$ cat config.mk
export PLATFORM = sky130hd
export DESIGN_NAME = ntt_seq_ctrl
export DESIGN_NICKNAME = d
export VERILOG_FILES = /design/src/rtl/ntt_seq_pkg.sv /design/src/rtl/seq_drain_cnt.sv /design/src/rtl/ntt_seq_ctrl.sv
export SDC_FILE = /design/constraint.sdc
export NUM_CORES = 1
export LEC_CHECK = 0
export ABC_AREA = 1
export CAP_MARGIN = 25
export CORE_ASPECT_RATIO = 1.2
export CORE_MARGIN = 3
export CORE_UTILIZATION = 30
export DETAILED_ROUTE_END_ITERATION = 16
export SLEW_MARGIN = 40
export SYNTH_ARGS = -nofsm -noshare
export SYNTH_HDL_FRONTEND = slang
export SYNTH_HIERARCHICAL = 1
export SYNTH_SLANG_ARGS = --single-unit
$ cat constraint.sdc
create_clock -name clk -period 2.7 [get_ports clk]
set_input_delay 0.54 -clock clk [delete_from_list [all_inputs] [get_ports clk]]
set_output_delay 0.54 -clock clk [all_outputs]
set_load 0.01 [all_outputs]
$ cat src/rtl/ntt_seq_pkg.sv
// Shared constants and types for the NTT phase sequencer and the address/enable generator.
package ntt_seq_pkg;

  localparam logic [2:0] ConfIdle       = 3'b000;
  localparam logic [2:0] ConfRadix2     = 3'b001;
  localparam logic [2:0] ConfRadix4     = 3'b010;
  localparam logic [2:0] ConfDoneRadix2 = 3'b011;
  localparam logic [2:0] ConfDoneRadix4 = 3'b100;

  localparam logic [1:0] ModeFull = 2'b00;
  localparam logic [1:0] ModeR2   = 2'b01;
  localparam logic [1:0] ModeR4   = 2'b10;
  localparam logic [1:0] ModeRsvd = 2'b11;

  localparam logic [1:0] DoneFlagR2 = 2'b01;
  localparam logic [1:0] DoneFlagR4 = 2'b10;

  typedef enum logic [2:0] {
    StIdle,
    StR2,
    StR2Drain,
    StR4,
    StR4Drain,
    StFin
  } seq_state_e;

  // Bits needed to hold v-1, never less than one.
  function automatic int unsigned clog2_min1(int unsigned v);
    return (v <= 2) ? 1 : $clog2(v);
  endfunction

  function automatic logic [2:0] state_conf(seq_state_e s);
    logic [2:0] c;
    c = ConfIdle;
    unique case (s)
      StR2:      c = ConfRadix2;
      StR2Drain: c = ConfDoneRadix2;
      StR4:      c = ConfRadix4;
      StR4Drain: c = ConfDoneRadix4;
      default:   c = ConfIdle;
    endcase
    return c;
  endfunction

endpackage

$ cat src/rtl/seq_drain_cnt.sv
// Loadable down-counter that saturates at zero; used for drain holds and the watchdog.
module seq_drain_cnt #(
  parameter int unsigned Width = 4
) (
  input  logic             clk,
  input  logic             rst,
  input  logic             load,
  input  logic [Width-1:0] load_value,
  input  logic             dec,
  output logic [Width-1:0] value,
  output logic             zero
);

  logic [Width-1:0] cnt_q;

  always_ff @(posedge clk or negedge rst) begin
    if (!rst) begin
      cnt_q <= '0;
    end else if (load) begin
      cnt_q <= load_value;
    end else if (dec && (cnt_q != '0)) begin
      cnt_q <= cnt_q - 1'b1;
    end
  end

  assign value = cnt_q;
  assign zero  = (cnt_q == '0);

endmodule

$ cat src/rtl/ntt_seq_ctrl.sv
// Phase sequencer for the mixed-radix NTT: RADIX2 -> DONE_RADIX2 -> RADIX4 -> DONE_RADIX4.
// Define NTT_SEQ_TIMEOUT_EN to add a RUN-phase watchdog that flags err and returns to idle.
module ntt_seq_ctrl
  import ntt_seq_pkg::*;
#(
  parameter int unsigned DRAIN_R2 = 8,
  parameter int unsigned DRAIN_R4 = 14,
  parameter int unsigned TIMEOUT  = 128
) (
  input  logic       clk,
  input  logic       rst,
  input  logic       start,
  input  logic [1:0] mode,
  input  logic       abort,
  input  logic [1:0] done_flag,
  output logic [2:0] conf,
  output logic       busy,
  output logic       done,
  output logic       err
);

  localparam int unsigned DrainMax = (DRAIN_R2 > DRAIN_R4) ? DRAIN_R2 : DRAIN_R4;
  localparam int unsigned CntW     = clog2_min1(DrainMax);
  localparam logic [CntW-1:0] R2Load = CntW'(DRAIN_R2 - 1);
  localparam logic [CntW-1:0] R4Load = CntW'(DRAIN_R4 - 1);

  seq_state_e      state_q, state_d;
  logic [1:0]      mode_q;
  logic            accept, rsvd_start, timeout_hit, wd_expire;
  logic            drain_load, drain_dec, drain_zero;
  logic [CntW-1:0] drain_load_value, unused_drain_value;

  seq_drain_cnt #(
    .Width(CntW)
  ) u_drain_cnt (
    .clk       (clk),
    .rst       (rst),
    .load      (drain_load),
    .load_value(drain_load_value),
    .dec       (drain_dec),
    .value     (unused_drain_value),
    .zero      (drain_zero)
  );

`ifdef NTT_SEQ_TIMEOUT_EN
  localparam int unsigned WdW = clog2_min1(TIMEOUT);
  logic           wd_load, wd_dec, wd_zero, in_run_q, in_run_d;
  logic [WdW-1:0] unused_wd_value;

  assign in_run_q = (state_q == StR2) || (state_q == StR4);
  assign in_run_d = (state_d == StR2) || (state_d == StR4);
  // Reload on every entry into a RUN phase, including R2_DRAIN -> R4.
  assign wd_load   = in_run_d && (state_d != state_q);
  assign wd_dec    = in_run_q;
  assign wd_expire = in_run_q && wd_zero;

  seq_drain_cnt #(
    .Width(WdW)
  ) u_wd_cnt (
    .clk       (clk),
    .rst       (rst),
    .load      (wd_load),
    .load_value(WdW'(TIMEOUT - 1)),
    .dec       (wd_dec),
    .value     (unused_wd_value),
    .zero      (wd_zero)
  );
`else
  logic unused_timeout;
  assign unused_timeout = ^TIMEOUT;
  assign wd_expire      = 1'b0;
`endif

  always_comb begin
    state_d          = state_q;
    accept           = 1'b0;
    rsvd_start       = 1'b0;
    timeout_hit      = 1'b0;
    drain_load       = 1'b0;
    drain_dec        = 1'b0;
    drain_load_value = '0;
    unique case (state_q)
      StIdle: begin
        if (start) begin
          if (mode == ModeRsvd) begin
            rsvd_start = 1'b1;
          end else begin
            accept  = 1'b1;
            state_d = (mode == ModeR4) ? StR4 : StR2;
          end
        end
      end
      StR2: begin
        if (done_flag == DoneFlagR2) begin
          state_d          = StR2Drain;
          drain_load       = 1'b1;
          drain_load_value = R2Load;
        end else if (wd_expire) begin
          state_d     = StIdle;
          timeout_hit = 1'b1;
        end
      end
      StR2Drain: begin
        if (drain_zero) state_d = (mode_q == ModeFull) ? StR4 : StFin;
        else            drain_dec = 1'b1;
      end
      StR4: begin
        if (done_flag == DoneFlagR4) begin
          state_d          = StR4Drain;
          drain_load       = 1'b1;
          drain_load_value = R4Load;
        end else if (wd_expire) begin
          state_d     = StIdle;
          timeout_hit = 1'b1;
        end
      end
      StR4Drain: begin
        if (drain_zero) state_d = StFin;
        else            drain_dec = 1'b1;
      end
      StFin:   state_d = StIdle;
      default: state_d = StIdle;
    endcase
    // Abort overrides any done_flag, drain expiry or timeout seen this cycle.
    if (abort && (state_q != StIdle)) begin
      state_d     = StIdle;
      timeout_hit = 1'b0;
      drain_load  = 1'b0;
      drain_dec   = 1'b0;
    end
  end

  always_ff @(posedge clk or negedge rst) begin
    if (!rst) begin
      state_q <= StIdle;
      mode_q  <= ModeFull;
      conf    <= ConfIdle;
      busy    <= 1'b0;
      done    <= 1'b0;
      err     <= 1'b0;
    end else begin
      state_q <= state_d;
      conf    <= state_conf(state_d);
      busy    <= (state_d != StIdle);
      done    <= (state_d == StFin);
      if (accept) begin
        mode_q <= mode;
        err    <= 1'b0;
      end else if (rsvd_start || timeout_hit) begin
        err <= 1'b1;
      end
    end
  end

endmodule
# Word level (Yosys, flattened, before mapping)
# Cells that the tools add are included.
[classes]
add_sub_neg = 1
n_eq_ne = 13
muxes = 31
n_reduce_logical = 11
[ops]
columns = ["cell", "count"]
rows = [
  ["2-to-1 mux 3 bit", 9],
  ["one-hot mux 3 bit (5 select lines)", 1],
  ["2-to-1 mux 1 bit", 14],
  ["equality test 3 x 2 -> 1 bit (second input constant)", 4],
  ["2-to-1 mux 4 bit", 3],
  ["one-hot mux 3 bit (4 select lines)", 1],
  ["equality test 3 bit (second input constant)", 3],
  ["one-hot mux 4 bit (2 select lines)", 1],
  ["equality test 2 bit (second input constant)", 3],
  ["equality test 3 x 1 -> 1 bit (second input constant)", 2],
  ["nonzero test 3 bit", 2],
  ["logical NOT 4 bit", 1],
  ["nonzero test 2 bit", 2],
  ["nonzero test 4 bit", 1],
  ["subtractor 4 x 1 -> 4 bit (second input constant)", 1],
  ["logical NOT 3 bit", 1],
  ["equality test 2 x 1 -> 1 bit (second input constant)", 1],
  ["logical AND 1 bit", 2],
  ["logical NOT 2 bit", 1],
  ["2-to-1 mux 2 bit", 1],
  ["one-hot mux 1 bit (2 select lines)", 1],
  ["OR reduction 2 bit", 1],
]
[totals]
register_bits = 15
in_bits = 8
out_inout_bits = 6
wordCells = 63

# Longest topological paths before layout
# Gate-level depths: netlist of run 1.
[logic_depth]
word_depth = 8
depth_mapped = 11
depth_no_buf = 11

# Hierarchy
# The synthesis of run 1 kept the hierarchy.
[by_module_without_submodules]
columns = ["mod", "n_inst", "cells_per_inst", "area_each_um2", "seq_area_each_um2"]
rows = [
  ["ntt_seq_ctrl", 1, 80, 610.6, 275.3],
  ["seq_drain_cnt", 1, 46, 295.3, 100.1],
]

# Worst setup path before layout of run 1
# Ideal clock, no wire load.
[synth_timing]
kind = "register -> register"
from = "register state_q[1]"
to = "register u_drain_cnt.cnt_q[3] (netlist: u_drain_cnt/value[3])"
setup_ns = 0.116
arrival_ns = 1.554
required_ns = 2.584
path_slack_ns = 1.030
path_stages_with_launch = 11
path_buffers = 0
period_less_slack_ns = 1.670
cell_sequence = "dfrtp_1 nor2_2 nand2_1 nand2_1 inv_1 a21oi_1 inv_2 nand3b_1 nand2_1 clkinv_1 nand2_1"
[synth_between]
word_cells_on_any_way = 15
classes_between = "eq/ne (4); mux (6); reduce/logical (5)"
[synth_rtl]
columns = ["element", "line", "text"]
rows = [
  ["start: declaration", "ntt_seq_ctrl.sv:27", "seq_state_e state_q, state_d;"],
  ["start signal: assignment", "ntt_seq_ctrl.sv:135", "state_q <= StIdle;"],
  ["start signal: assignment", "ntt_seq_ctrl.sv:142", "state_q <= state_d;"],
  ["equality test 3 x 2 -> 1 bit, or another cell as far along", "ntt_seq_ctrl.sv:82", "unique case (state_q)"],
  ["one-hot mux 1 bit (2 select lines) or logical AND 1 bit (tied branches)", "ntt_seq_ctrl.sv:82, ntt_seq_ctrl.sv:125", ""],
  ["2-to-1 mux 1 bit (*)", "ntt_seq_ctrl.sv:125", "if (abort && (state_q != StIdle)) begin"],
  ["net drain_load", "ntt_seq_ctrl.sv:30", "logic drain_load, drain_dec, drain_zero;"],
  ["2-to-1 mux 4 bit or nonzero test 2 bit (tied branches)", "-", ""],
  ["end signal: assignment", "seq_drain_cnt.sv:20", "cnt_q <= load_value;"],
  ["end signal: assignment", "seq_drain_cnt.sv:22", "cnt_q <= cnt_q - 1'b1;"],
  ["end: declaration", "seq_drain_cnt.sv:14", "logic [Width-1:0] cnt_q;"],
]
# Mark *: on every way through the listed nets, which the timed path passes. The rest lies on a longest branch.
# A chain may end at the register's enable or synchronous reset.

# Final worst setup path of run 1
[layout_timing]
from = "input done_flag[0]"
to = "register u_drain_cnt.cnt_q[3] (netlist: u_drain_cnt/value[3])"
[layout_between]
elab_chain_len = 5
word_cells_on_any_way = 10
classes_between = "eq/ne (2); mux (7); reduce/logical (1)"
[layout_rtl]
columns = ["element", "line", "text"]
rows = [
  ["start: declaration", "ntt_seq_ctrl.sv:15", "input logic [1:0] done_flag,"],
  ["equality test 2 bit or equality test 2 x 1 -> 1 bit (tied branches)", "ntt_seq_ctrl.sv:108, ntt_seq_ctrl.sv:94", ""],
  ["2-to-1 mux 1 bit, on equally long branches", "ntt_seq_ctrl.sv:108, ntt_seq_ctrl.sv:94", ""],
  ["one-hot mux 1 bit (2 select lines) (*)", "ntt_seq_ctrl.sv:82", ""],
  ["2-to-1 mux 1 bit (*)", "ntt_seq_ctrl.sv:125", ""],
  ["net drain_load", "ntt_seq_ctrl.sv:30", ""],
  ["2-to-1 mux 4 bit or nonzero test 2 bit (tied branches)", "-", ""],
]
# Marks and branches as above.

==> results of run 1 <==
state kept, by name, summed over array words and instances, names as in the netlist:
name and cells:
busy 1, conf 3, done 1, err 1, mode_q 2, state_q 3, u_drain_cnt/value 4
routing by layer:
metal,vias up,global-route usage
met2,18,0.2135
met4,0,0.05341
li1,421,-
met3,5,0.02539
met1,349,0.1377
met5,-,0
critical path: cells and delay by family:
kind	cells	cell delay (ns)
compound gates	1	0.48
buf+inv	4	0.70
simple gates	5	0.41
worst max-delay path by stage:
stage                             from                   end  cells after the start
after floorplan             state_q[1]  u_drain_cnt/value[3]                     10
after global routing      done_flag[1]  u_drain_cnt/value[2]                     10
after global placement    done_flag[1]  u_drain_cnt/value[3]                     10
final                     done_flag[0]  u_drain_cnt/value[3]                     10
after detailed placement  done_flag[0]  u_drain_cnt/value[3]                     10
after CTS                 done_flag[0]  u_drain_cnt/value[3]                     10
metrics by stage:
step	total power (W)	cell area [um^2]	cells	worst slack (ns)	hold WS, ns
after detailed placement	0.001103	1079	173	0.4263	0.5036
after CTS	0.001240	1106	177	0.7448	0.5312
final	0.001228	1106	177	0.7637	0.5183
after global placement	0.001090	1079	173	0.4888	0.4800
after global routing	0.001377	1106	177	0.5229	0.5714
after floorplan	0.0009019	905.9	126	1.030	0.2444
placed cells by master, fill, tap and decap left out:
| cell | Yosys | final |
|---|---|---|
| dfrtp_1 | 15 | 15 |
| nand3_1 | 9 | 9 |
| o21bai_1 | 1 | 1 |
| a21oi_1 | 1 | 1 |
| clkinv_1 | 1 | 1 |
| nand4_2 | 1 | 1 |
| a21oi_4 | 1 | 1 |
| o21ai_0 | 3 | 3 |
| clkinv_2 | 0 | 1 |
| clkdlybuf4s50_1 | 0 | 13 |
| nor2_4 | 1 | 1 |
| inv_2 | 2 | 2 |
| nand4_1 | 2 | 2 |
| nand2_2 | 3 | 3 |
| nand2_1 | 42 | 42 |
| nor2_2 | 4 | 4 |
| o21a_1 | 1 | 1 |
| nand2_4 | 1 | 1 |
| inv_1 | 20 | 20 |
| o21ai_1 | 1 | 1 |
| nand3b_1 | 2 | 2 |
| nor2_1 | 12 | 12 |
| ha_1 | 1 | 1 |
| clkbuf_4 | 0 | 3 |
| or2_2 | 1 | 1 |
| a2111oi_2 | 1 | 1 |
cells in the mapped netlist:
master | instances | area, um^2
o21ai_1 | 1 | 5.000
o21a_1 | 1 | 7.510
o21ai_0 | 3 | 15.01
ha_1 | 1 | 12.51
or2_2 | 1 | 6.260
inv_2 | 2 | 7.510
nand2_2 | 3 | 18.77
o21bai_1 | 1 | 7.510
nand3b_1 | 2 | 15.01
inv_1 | 20 | 75.07
a21oi_4 | 1 | 16.27
nand3_1 | 9 | 45.04
nor2_1 | 12 | 45.04
nor2_2 | 4 | 25.02
a2111oi_2 | 1 | 15.01
nand4_1 | 2 | 12.51
nand2_1 | 42 | 157.7
dfrtp_1 | 15 | 375.4
a21oi_1 | 1 | 5.000
nand2_4 | 1 | 11.26
nand4_2 | 1 | 12.51
nor2_4 | 1 | 11.26
clkinv_1 | 1 | 3.750
where the power goes:
group / switching (W) / internal (W)
sequential: 0.0000715 / 0.000324
combinational: 0.000417 / 0.000282
clock: 0.0000786 / 0.0000551
total: 0.000567 / 0.000661
cell families (layout without fill, tap and decap cells):
| kind of cell | after synthesis | count (layout) |
|---|---|---|
| adders and majority gates | 1 | 1 |
| DFF | 15 | 15 |
| AOI/OAI and AO/OA | 9 | 9 |
| buffers and inverters | 23 | 40 |
| and+or+nand+nor | 78 | 78 |
layout make-up:
type                    count  area, um^2  share of cell area
repair buffers             13       130.1              0.1176
multi-input cells          88       444.2              0.4016
inverters                  23       86.33             0.07805
flip-flops and latches     15       375.4              0.3394
clock buffers               3       22.52             0.02036
well taps                  34       42.54             0.03846
clock inverters             1       5.005            0.004525
==> metrics.md, run 1 <==
| Metric | Value |
|---|---|
| Syn_area_per_cell | `7.189 um^2` |
| Hold Crit Class | `register to register` |
| Post-synth design cell area | `905.9 um^2` |
| Routed via count | `793` |
| Mapped Nets | `135` |
| FF-to-FF Start | `state_q[1]` |
| Clock-pin slew on the worst setup and hold paths | `0.10 ns` |
| Final hold vios | `0` |
| Layout cells sized above 1 | `0.1329` |
| Distinct cells, synth | `23` |
| Worst Skew | `0.009534 ns` |
| Tmin final | `1.936 ns` |
| Final setup fails | `0` |
| Adder-cell area share of the yosys netlist | `0.01381` |
| Diodes inserted | `0` |
| Worst slew margin | `0.5386` |
| Setup bufs post-CTS | `0` |
| Htree depth | `1` |
| Worst Hold Depth | `1` |
| Worst slew pin tran | `0.6899 ns` |
| Largest net degree at the start of global routing | `16` |
| Global-route wire length before repair | `3484 um` |
| Worst Hold End | `err` |
| Final wirelength | `1820 um` |
| R2R depth | `10` |
| CP peak stage delay | `0.48 ns` |
| WS Path Type | `input pin to register` |
| Slack of the worst reg-to-reg path | `0.80 ns` |
| Crit. End Element | `register` |
| CTS max path bufs | `2` |
| CTS Root Cell | `clkbuf_4` |
| Chip height | `66.20 um` |
| Post-synthesis compound-gate area fraction | `0.07873` |
| Vias in the first global route | `823` |
| Post-layout nets | `153` |
| I/O pin cnt | `14` |
| Port bufs | `13` |
| Run status | `finished clean` |
| FMAX | `516.5 MHz` |
| Multiplexer area fraction after synthesis | `0` |
| Worst-path maximum fanout | `8` |
| Die Wd | `56.16 um` |
| Fin crit share | `0.7171` |
| CP cell instances | `clkdlybuf4s50_1 -> inv_1 -> nor2_1 -> nand3_1 -> a21oi_1 -> inv_2 -> nand3b_1 -> nand2_1 -> clkinv_1 -> nand2_1` |
| DRT met1 WL | `861 um` |
| Post-Synth Simple-Gate Area | `0.3978` |
| Setup tns final | `0 ns` |
| Slew Limit Fails | `0` |
| Iter 0 DRT Violations | `12` |
| Slowest cell on crit path | `a21oi_1` |
| Routed Antenna Nets | `0` |
| Via-per-instance ratio | `4.480` |
| Clock Latency Late Sink | `0.29 ns` |
| Fill count | `308` |
| CP arrival | `2.13 ns` |
| Wire per inst | `10.28 um` |
| # rows | `21` |
| Main combinational cell family by area after synthesis | `simple AND/OR/NAND/NOR gates` |
| Starting Density | `0.3192` |
| Cts hold-fix bufs | `0` |
| Met2 WL post-DR | `839 um` |
| Post-cts resize count | `0` |
| GPL Wtd Cong | `0.7759` |
| CTS tree | `built` |
| Synth warn | `6` |
| Clock sinks | `15` |
| First-pass iteration count of the detailed router | `4` |
| Yosys reg bits | `15` |
| Highest Signal Layer | `met4` |
| RSZ-0062 raised after global routing | `false` |
| Max Cap Viol | `0` |
| Die area | `3718 um^2` |
| Fin util | `0.3898` |
| Overflow after GRT | `0` |
| Final HPWL DP | `1440 um` |
| Worst Setup Start Kind | `input pin` |
| Cell Pwr Density | `1110 nW/um^2` |
| Worst path most repeated cell | `nand2_1` |
| R2r endpoint | `u_drain_cnt/value[3]` |
| CP Data Required Time | `2.90 ns` |
| Seq/Total Area, Yosys | `0.4144` |
| Area grow syn2layout | `22.10%` |
| Gr usage total | `0.1201` |
| HP Start | `err` |
| Core area | `2838 um^2` |
| Xor/xnor share of the synthesized area | `0` |
| DRC | `0` |
| Mapped Cells | `126` |
| Leakage | `0.6085 nW` |
| Antenna violations before repair | `0` |
| VDD IR max | `0.4900 mV` |
| WL met3 | `74 um` |
| Cts bufs inserted | `3` |
No activity file was read; power rests on OpenSTA's default activity.
==> inputs of run 2 (changes only) <==
clock period = 1.93 ns   (was 2.7 ns; I/O delays follow)
==> run 2 against run 1 <==
Net effect: worst setup slack lost 0.60 ns; power increased by 44%; register-to-register slack worse by 0.64 ns; sequential power up 37%; sequential share of layout area is 1.5 points lower; worst hold slack got worse by 0.11 ns; critical path type is now register to register; largest cell class unchanged.
==> metrics.md, run 2 (synthesized netlist as in run 1, its figures left out) <==
| Metric | Value |
|---|---|
| Setup bufs post-CTS | `0` |
| Clock sinks | `15` |
| Chip height | `66.20 um` |
| WS Path Type | `register to register` |
| Post-cts resize count | `0` |
| Cell Pwr Density | `1530 nW/um^2` |
| # rows | `21` |
| Worst-path maximum fanout | `4` |
| Hold Crit Class | `input pin to async pin` |
| Clock-pin slew on the worst setup and hold paths | `0.09 ns` |
| Cts hold-fix bufs | `0` |
| CP arrival | `1.95 ns` |
| Wire per inst | `9.956 um` |
| Area grow syn2layout | `27.62%` |
| Commonest non-fill, non-tap cell in the layout | `nand2_1` |
| GPL Wtd Cong | `0.7963` |
| Starting Density | `0.3192` |
| DRC | `0` |
| Max reg flops | `4` |
| Htree depth | `1` |
| Final setup fails | `0` |
| Setup tns final | `0 ns` |
| CTS max path bufs | `2` |
| Max Cap Viol | `0` |
| Final wirelength | `1812 um` |
| Slew Limit Fails | `0` |
| Final hold vios | `0` |
| I/O pin cnt | `14` |
| Via-per-instance ratio | `4.610` |
| Worst slew margin | `0.7513` |
| Largest net degree at the start of global routing | `16` |
| Antenna violations before repair | `0` |
| Run status | `finished clean` |
| Routed Antenna Nets | `0` |
| Fin crit share | `0.9151` |
| Port bufs | `13` |
| Design area | `1156 um^2` |
| Worst Setup Start Kind | `register` |
| Post-layout nets | `158` |
| CTS tree | `built` |
| FMAX | `566.2 MHz` |
| Cts bufs inserted | `3` |
| CP Data Required Time | `2.12 ns` |
| DP Area | `1116 um^2` |
| Worst Skew | `0.001649 ns` |
| Tmin final | `1.766 ns` |
| Gr usage total | `0.1140` |
| Final HPWL DP | `1480 um` |
| Iter 0 DRT Violations | `28` |
| First-pass iteration count of the detailed router | `4` |
| VDD IR max | `0.8214 mV` |
| Vias in the first global route | `831` |
| Commonest cells after routing, fill and taps aside | `nand2_1, inv_1, dfrtp_1` |
| Overflow after GRT | `0` |
| Diodes inserted | `0` |
| Clock Latency Late Sink | `0.29 ns` |
| Worst slew pin tran | `0.3717 ns` |
| Global-route wire length before repair | `3353 um` |
| Die Wd | `56.16 um` |
| Routed via count | `839` |
| Crit. End Element | `register` |
| Power after layout | `0.001769 W` |
| Die area | `3718 um^2` |
| Core area | `2838 um^2` |
| Layout cells sized above 1 | `0.1689` |
| RSZ-0062 raised after global routing | `false` |
| Leakage | `0.6313 nW` |
| CTS Root Cell | `clkbuf_4` |
## run 2: path summary, 6_finish.rpt
path / start / endpoint / slack [ns] / depth (start not counted)
setup / recovery: u_drain_cnt/value[0] / done / 0.16 / 11
hold / removal: rst / u_drain_cnt/value[0] / 0.40 / 2
setup reg to reg: u_drain_cnt/value[0] / done / 0.16 / 11
hold reg to reg: err / err / 0.51 / 1
max in group asynchronous: rst / mode_q[1] / 1.35 / 2
min in group clk: err / err / 0.51 / 1
## run 2: through the flow
stage	worst slack [ns]	instances	util	hold WS, ns
after floorplan	0.2596	126	-	0.09041
after global placement	0.1175	178	0.3933	0.4815
after detailed placement	0.07783	178	0.3933	0.4932
after CTS	0.06656	182	0.4030	0.4139
after global routing	0.008137	182	0.4074	0.4232
final	0.1638	182	0.4074	0.4035
## run 2: routing by layer
metal,global-route usage,routed length [um]
met2,0.2061,913
met5,0,0
met4,0.05341,39
met3,0.01758,57
met1,0.1309,801
## run 2: cell type report
class	count	area, um^2
clock buffer	3	22.52
clock inverter	1	5.005
fill	302	1682
inverter	23	86.33
multi-input combinational	88	456.7
sequential	15	375.4
tap	34	42.54
timing repair buffer	18	167.7
## run 2: critical path, stage by stage, from the launching register on
cell,delay (ns)
dfrtp_1,0.40
inv_1,0.09
ha_1,0.24
nand2_2,0.12
inv_2,0.07
or2_2,0.27
nand2_1,0.07
nand4_1,0.14
nand2_2,0.15
inv_2,0.04
nand2_1,0.05
nor2_1,0.04
## run 2: power breakdown
part	total, W	switching, W	internal, W
Clock	0.000185	0.000108	0.0000772
Sequential	0.000541	0.0000882	0.000453
Combinational	0.00104	0.000611	0.000431
Total	0.00177	0.000807	0.000962
